--- src/rtl/seq_mult_ctrl_taint_pkg.sv ---
// Shared types and helpers for the taint-tracking sequential multiplier controller.
package seq_mult_ctrl_taint_pkg;

  localparam int unsigned PHASE_W = 3;

  typedef enum logic [PHASE_W-1:0] {
    PH_IDLE  = 3'd0,
    PH_INIT  = 3'd1,
    PH_TEST  = 3'd2,
    PH_ADD   = 3'd3,
    PH_SHIFT = 3'd4,
    PH_DONE  = 3'd5
  } phase_e;

  // Bit counter width; never narrower than one bit.
  function automatic int unsigned cnt_width(input int unsigned width);
    return (width <= 2) ? 1 : $clog2(width);
  endfunction

endpackage

--- src/rtl/seq_mult_ctrl_taint_taint_state_reg.sv ---
// One-bit sticky taint register: reset, then kill, then clear, then OR-accumulate set.
module taint_state_reg (
  input  logic clk,
  input  logic rst,
  input  logic set,
  input  logic kill,
  input  logic clear,
  output logic q
);

  always_ff @(posedge clk) begin
    if (!rst) begin
      q <= 1'b0;
    end else if (kill) begin
      q <= 1'b0;
    end else if (clear) begin
      q <= 1'b0;
    end else begin
      q <= q | set;
    end
  end

endmodule

--- src/rtl/seq_mult_ctrl_taint.sv ---
// Shift-add multiplier controller: phase register plus bit counter, with state taint tracking.
module seq_mult_ctrl_taint
  import seq_mult_ctrl_taint_pkg::*;
#(
  parameter int unsigned WIDTH       = 32,
  parameter bit          CONST_TIME  = 1'b0,
  parameter bit          RECONV_KILL = 1'b1
) (
  input  logic             clk,
  input  logic             rst,
  input  logic             start,
  input  logic             start_t,
  input  logic             state_t_kill,
  input  logic [WIDTH-1:0] multiplierReg,
  input  logic [WIDTH-1:0] multiplierReg_t,
  output logic             mdld,
  output logic             mrld,
  output logic             rsclear,
  output logic             rsload,
  output logic             rsshr,
  output logic             busy,
  output logic             productDone,
  output logic             mdld_t,
  output logic             mrld_t,
  output logic             rsclear_t,
  output logic             rsload_t,
  output logic             rsshr_t,
  output logic             busy_t,
  output logic             productDone_t,
  output logic             state_t
);

  localparam int unsigned      CNT_W    = cnt_width(WIDTH);
  localparam logic [CNT_W-1:0] CNT_LAST = CNT_W'(WIDTH - 1);

  phase_e           phase;
  phase_e           phase_nxt;
  logic [CNT_W-1:0] cnt;
  logic [CNT_W-1:0] cnt_nxt;
  logic             taint_set;
  logic             taint_clear;

  // Next phase, bit counter and taint set/clear sources.
  always_comb begin
    phase_nxt   = phase;
    cnt_nxt     = cnt;
    taint_set   = 1'b0;
    taint_clear = 1'b0;
    case (phase)
      PH_IDLE: begin
        taint_set = start_t;
        if (start) phase_nxt = PH_INIT;
      end
      PH_INIT: begin
        cnt_nxt   = '0;
        phase_nxt = CONST_TIME ? PH_ADD : PH_TEST;
      end
      PH_TEST: begin
        // The branch taken depends on the multiplier bit, so its taint leaks into state.
        taint_set = multiplierReg_t[cnt];
        phase_nxt = multiplierReg[cnt] ? PH_ADD : PH_SHIFT;
      end
      PH_ADD: begin
        phase_nxt = PH_SHIFT;
      end
      PH_SHIFT: begin
        if (cnt == CNT_LAST) begin
          phase_nxt = PH_DONE;
        end else begin
          cnt_nxt   = cnt + CNT_W'(1);
          phase_nxt = CONST_TIME ? PH_ADD : PH_TEST;
        end
      end
      PH_DONE: begin
        taint_clear = RECONV_KILL;
        phase_nxt   = PH_IDLE;
      end
      default: begin
        phase_nxt = PH_IDLE;
      end
    endcase
  end

  always_ff @(posedge clk) begin
    if (!rst) begin
      phase <= PH_IDLE;
      cnt   <= '0;
    end else begin
      phase <= phase_nxt;
      cnt   <= cnt_nxt;
    end
  end

  taint_state_reg u_state_taint (
    .clk   (clk),
    .rst   (rst),
    .set   (taint_set),
    .kill  (state_t_kill),
    .clear (taint_clear),
    .q     (state_t)
  );

  // Strobe decode; every strobe inherits state taint, even while low.
  always_comb begin
    mdld          = 1'b0;
    mrld          = 1'b0;
    rsclear       = 1'b0;
    rsload        = 1'b0;
    rsshr         = 1'b0;
    productDone   = 1'b0;
    busy          = (phase != PH_IDLE);
    mdld_t        = state_t;
    mrld_t        = state_t;
    rsclear_t     = state_t;
    rsload_t      = state_t;
    rsshr_t       = state_t;
    busy_t        = state_t;
    productDone_t = state_t;
    case (phase)
      PH_INIT: begin
        mdld    = 1'b1;
        mrld    = 1'b1;
        rsclear = 1'b1;
      end
      PH_ADD: begin
        if (CONST_TIME) begin
          // Data-dependent gating keeps timing constant; taint moves onto rsload only.
          rsload   = multiplierReg[cnt];
          rsload_t = multiplierReg_t[cnt] | state_t;
        end else begin
          rsload = 1'b1;
        end
      end
      PH_SHIFT: rsshr       = 1'b1;
      PH_DONE:  productDone = 1'b1;
      default: ;
    endcase
  end

endmodule

--- config.mk ---
export PLATFORM = sky130hd
export DESIGN_NAME = seq_mult_ctrl_taint
export DESIGN_NICKNAME = d
export VERILOG_FILES = /design/src/rtl/seq_mult_ctrl_taint_pkg.sv /design/src/rtl/seq_mult_ctrl_taint_taint_state_reg.sv /design/src/rtl/seq_mult_ctrl_taint.sv
export SDC_FILE = /design/constraint.sdc
export NUM_CORES = 1
export LEC_CHECK = 0
export CAP_MARGIN = 20
export CELL_PAD_IN_SITES_DETAIL_PLACEMENT = 1
export CELL_PAD_IN_SITES_GLOBAL_PLACEMENT = 1
export CORE_UTILIZATION = 24
export CTS_CLUSTER_SIZE = 16
export DETAILED_ROUTE_END_ITERATION = 8
export PLACE_DENSITY_LB_ADDON = 0.2
export SYNTH_ARGS = -nofsm -noshare
export SYNTH_HDL_FRONTEND = slang
export SYNTH_SLANG_ARGS = --single-unit
--- constraint.sdc ---
create_clock -name clk -period 2.1 [get_ports clk]
set_input_delay 0.42 -clock clk [delete_from_list [all_inputs] [get_ports clk]]
set_output_delay 0.42 -clock clk [all_outputs]
set_load 0.1 [all_outputs]
==> Word-level counts from Yosys, hierarchy flattened <==
Index checks and enable logic that the tools add are counted.
{ "word_totals": {"elab_cells": 35, "ff_bits": 9, "output_inout_bits": 15, "inputBits": 69} }
{ "classes": {"n_lt_le_gt_ge": 1, "mux": 15, "n_eq_ne": 8, "addsub": 1, "bitwise_logic": 2, "reduce_logical": 5} }
{ "ops": {"columns": ["cell", "count"], "rows": [
  ["case mux 3 bit (5 select lines)", 1],
  ["binary-select mux 1 bit (select 5 bit)", 2],
  ["case mux 5 bit (2 select lines)", 1],
  ["two-way mux 3 bit", 3],
  ["== test 3 x 2 -> 1 bit, second input constant", 2],
  ["== test 3 bit, second input constant", 2],
  ["< comparator 5 x 6 -> 1 bit, second input constant", 1],
  ["two-way mux 1 bit", 6],
  ["adder 5 x 1 -> 5 bit, second input constant", 1],
  ["== test 5 bit, second input constant", 1],
  ["two-way mux 5 bit", 1],
  ["!= test 2 bit, second input constant", 2],
  ["== test 3 x 1 -> 1 bit, second input constant", 1],
  ["zero test 3 bit", 1],
  ["nonzero test 3 bit", 1],
  ["OR reduction 3 bit", 1],
  ["case mux 1 bit (2 select lines)", 1],
  ["AND reduction 2 bit", 1],
  ["nonzero test 2 bit", 1],
  ["NOT 1 bit", 1],
  ["bitwise OR 1 bit", 1]
]} }

==> Logic depth before layout (Yosys ltp) <==
{ "logic_depth": {"ltp_word": 4, "depth_mapped": 8} }

==> Hierarchy <==
From an unflattened synthesis, not the netlist that was laid out.
{ "hier_totals": {"hier_cells": 139, "hier_area_um2": 1241.2} }
{ "modules_own_cells": {"columns": ["module", "seq_area_each_um2", "cells_each", "n_inst", "area_per_inst_um2"], "rows": [
  ["seq_mult_ctrl_taint", 160.2, 136, 1, 1202.4],
  ["taint_state_reg", 20.0, 3, 1, 38.8]
]} }

==> Worst setup path after synthesis <==
Ideal clock, no wire load.
{ "synth_path": {"path_type": "register -> output", "start": "register phase[0]", "end": "output port mrld", "path_slack_ns": -0.644, "required_ns": 1.680, "arrival_time_ns": 2.324, "path_stages_with_launch": 4, "cell_sequence": "dfxtp_1 -> buf_2 -> nor3b_2 -> buf_4"} }
{ "synth_between": {"elab_chain_len": 2} }
{ "synth_rtl": {"columns": ["item", "line", "text"], "rows": [
  ["start: declaration", "seq_mult_ctrl_taint.sv:36", "phase_e phase;"],
  ["start signal: assignment", "seq_mult_ctrl_taint.sv:89", "phase <= phase_nxt;"],
  ["== test 3 x 1 -> 1 bit", null, null],
  ["two-way mux 1 bit", null, null],
  ["end: declaration", "seq_mult_ctrl_taint.sv:17", "output logic mrld,"]
]} }
Every way passes these cells.

==> Worst setup path after layout <==
{ "layout_path": {"start": "register cnt[2]", "end": "register cnt[4]"} }
{ "layout_between": {"elab_chain_len": 3} }
{ "layout_rtl": {"columns": ["item", "line", "text"], "rows": [
  ["start: declaration", "seq_mult_ctrl_taint.sv:38", "logic [CNT_W-1:0] cnt;"],
  ["start signal: assignment", "seq_mult_ctrl_taint.sv:90", "cnt <= cnt_nxt;"],
  ["adder 5 x 1 -> 5 bit or == test 5 bit (tied branches)", "seq_mult_ctrl_taint.sv:70, seq_mult_ctrl_taint.sv:67", null],
  ["two-way mux 5 bit or != test 2 bit (tied branches)", null, null],
  ["case mux 5 bit (2 select lines) or AND reduction 2 bit (tied branches)", null, null]
]} }
Several ways; a longest one is shown, not always the timed one. The select of a mux whose other input is x is not followed.
A chain may end at the register's enable or synchronous reset.

==> impl_metrics.tcl <==
set metrics [dict create \
    status "complete, no violations" \
    ctsResizeCount 0 \
    synth_edf_count 0 \
    synth_seq_cells 9 \
    whs_endpoint "phase[0]" \
    cts-root-buf "clkbuf_8" \
    ys_warn_count 0 \
    fmax_mhz 544 \
    fin_crit_ps 1840 \
    worstPathRequired_ps 2220 \
    io_buffers 83 \
    path_clk_slew_ps 40 \
    ir_drop_mv 0.518 \
    hp-start "phase[0]" \
    grt_pass1_vias 1452 \
    fin_nets 296 \
    path_class "reg2reg" \
    place.gp.congestion 0.819 \
    tritoncts "done" \
    whs_path_depth 1 \
    hold_viol 0 \
    syn_avg_cell_area_um2 8.15 \
    r2r_slack_ps 260 \
    syn_nets 222 \
    placementRows 25 \
    ant_nets 0 \
    critPathArrivalTime_ps 1960 \
    r2r.worst_path.cells 7 \
    p_per_area_mw_per_mm2 427 \
    r2r_start "cnt[2]" \
    ctsLongestPathBuffers 2 \
    drive_above_1_share 0.134 \
    netlist_area_mm2 0.00123 \
    dp_hpwl_um 3440 \
    reg2reg_to "cnt[4]" \
    drtPass1Iterations 4 \
    cts_sinks 9 \
    fin_worst_skew_ps 1.31 \
    die_y_um 73.6 \
    ios 84 \
    rsz0062_at_grt "false" \
    start_util 0.256 \
    synth_seq_area_share 0.146 \
    post-route-period-util 0.876 \
    grt_pass1_wl_um 6640 \
    relSlewSlack 0.664 \
    htreeDepth 1 \
    setup_violations 0 \
    via_per_inst 4.75 \
    dpl.cell_count 287 \
    tns_ps 0 \
    postCtsSetupBuffers 0 \
    leakagePower_nw 0.743 \
    clock_latency_ps 230 \
    core_mm2 0.00482 \
    end_kind "flip-flop" \
    cts_hold_buf 0 \
    avgRoutedWirePerCell_um 14.4 \
    routed_wl_um 4190 \
    hp-class "reg2reg" \
    final_cells 291 \
    numCtsBuffers 3 \
    drt-initial-drc-count 40 \
    grt_max_degree 30 \
    vias 1381 \
    n_antenna_cell 0 \
    synthToLayoutAreaGrowth_pct 73.6 \
    tightest_slew_ps 504 \
    maxCapViolations 0 \
    die_area_mm2 0.00542 \
    critPathLaunchType "flip-flop" \
    slew_viol_final 0 \
    synthFlopType "dfxtp_1" \
    grt_util_all_layers 0.156 \
    syn_inst 151 \
    drc_errors 0 \
    worstPathMaxFanout 14 \
    fp.dieW_um 73.6 \
    overflow 0 \
    hold_ws_ps 533 \
    synth_async_sr_flop_share 0 \
    synth_cell_types 37 \
    antenna_found_initial 0 \
]
through the flow:
stage                     power, mW  area, µm²   util  setup WS [ps]
after floorplan               0.530       1270      -          -43.9
after global placement        0.717       2090  0.434            173
after detailed placement      0.722       2090  0.434            147
after CTS                     0.929       2140  0.444            246
after global routing          0.957       2140  0.444           81.8
final                         0.914       2140  0.444            260
per-layer routing:
metal,part of all wire,GRT usage,vias up,routed length (µm)
li1,-,-,697,-
met1,0.43,0.190,644,1820
met2,0.49,0.284,38,2050
met3,0.073,0.0288,2,304
met4,0.0043,0.0321,0,18
met5,0,0,-,0
synth_stat cells (2+ instances only):
| cell | instances | share of area |
|---|---|---|
| buf_4 | 9 | 0.055 |
| clkbuf_1 | 2 | 0.0061 |
| buf_6 | 2 | 0.018 |
| a22oi_1 | 9 | 0.055 |
| nand2_1 | 5 | 0.015 |
| nor3b_1 | 2 | 0.012 |
| nor2b_1 | 4 | 0.020 |
| nor3_1 | 3 | 0.012 |
| and3_1 | 2 | 0.010 |
| mux2i_1 | 32 | 0.26 |
| nor2_1 | 9 | 0.027 |
| ha_1 | 2 | 0.020 |
| and2_1 | 2 | 0.010 |
| or3_1 | 2 | 0.010 |
| nand2b_1 | 6 | 0.030 |
| a21oi_1 | 11 | 0.045 |
| a211oi_1 | 2 | 0.012 |
| buf_2 | 2 | 0.0081 |
| dfxtp_1 | 9 | 0.15 |
| buf_12 | 2 | 0.033 |
| inv_1 | 6 | 0.018 |
| nand3_1 | 13 | 0.053 |
worst max path at each step:
stage	startpoint	endpoint	slack, ps	cells past startpoint
2_1_floorplan	phase[0]	mrld	-40	3
6_report	cnt[2]	cnt[4]	260	7
3_5_place_dp	multiplierReg[6]	phase[0]	150	6
3_3_place_gp	multiplierReg[6]	phase[0]	170	6
5_1_grt	cnt[2]	cnt[1]	80	7
4_1_cts	cnt[2]	cnt[4]	250	7
critical path, stage by stage, from the launching register on:
cell and delay, ps:
dfxtp_1 630, and3_1 240, ha_1 220, inv_1 80
a21oi_2 280, nor3b_1 90, a21oi_1 140, nor2_1 60
sequential cells by signal, indices dropped and copies added (netlist names):
signal           cells
phase                3
u_state_taint.q      1
cnt                  5
power by group:
part | total, mW | switching (mW) | internal [mW]
clock | 0.198 | 0.0661 | 0.132
combinational | 0.515 | 0.288 | 0.227
sequential | 0.201 | 0.0206 | 0.180
cell families after synthesis:
logic type	count (synthesis)	synth area share
compound gates	29	0.179
mux	32	0.260
fa+ha+maj	2	0.0203
flops	9	0.146
xor+xnor	1	0.00712
simple gates	54	0.246
buf+inv	24	0.141
cells in the final DEF, fill, tap and decap left out, drive strengths merged:
master and n:
or4 1, nand4 1, nand3 13, a21oi 12, and2 2, a22oi 9
o22ai 1, a211oi 2, nor3b 3, mux2i 32, nor2 9, inv 7
ha 2, clkbuf 4, a2111oi 1, nand2b 6, buf 18, and4 2
o32ai 2, xor2 1, nor3 3, o311a 1, or3 2, nand2 5
nor2b 5, dfxtp 9, and3 2, o21ai 1, clkdlybuf4s50 68
area by class of cell:
type	count	area (µm²)
fillers	597	2680
flip-flops and latches	9	183
multi-input cells	118	883
well taps	67	83.8
clock buffers	4	45.0
repair buffers	86	916
inverters	7	26.3
No activity file was read; power rests on OpenSTA's default activity.
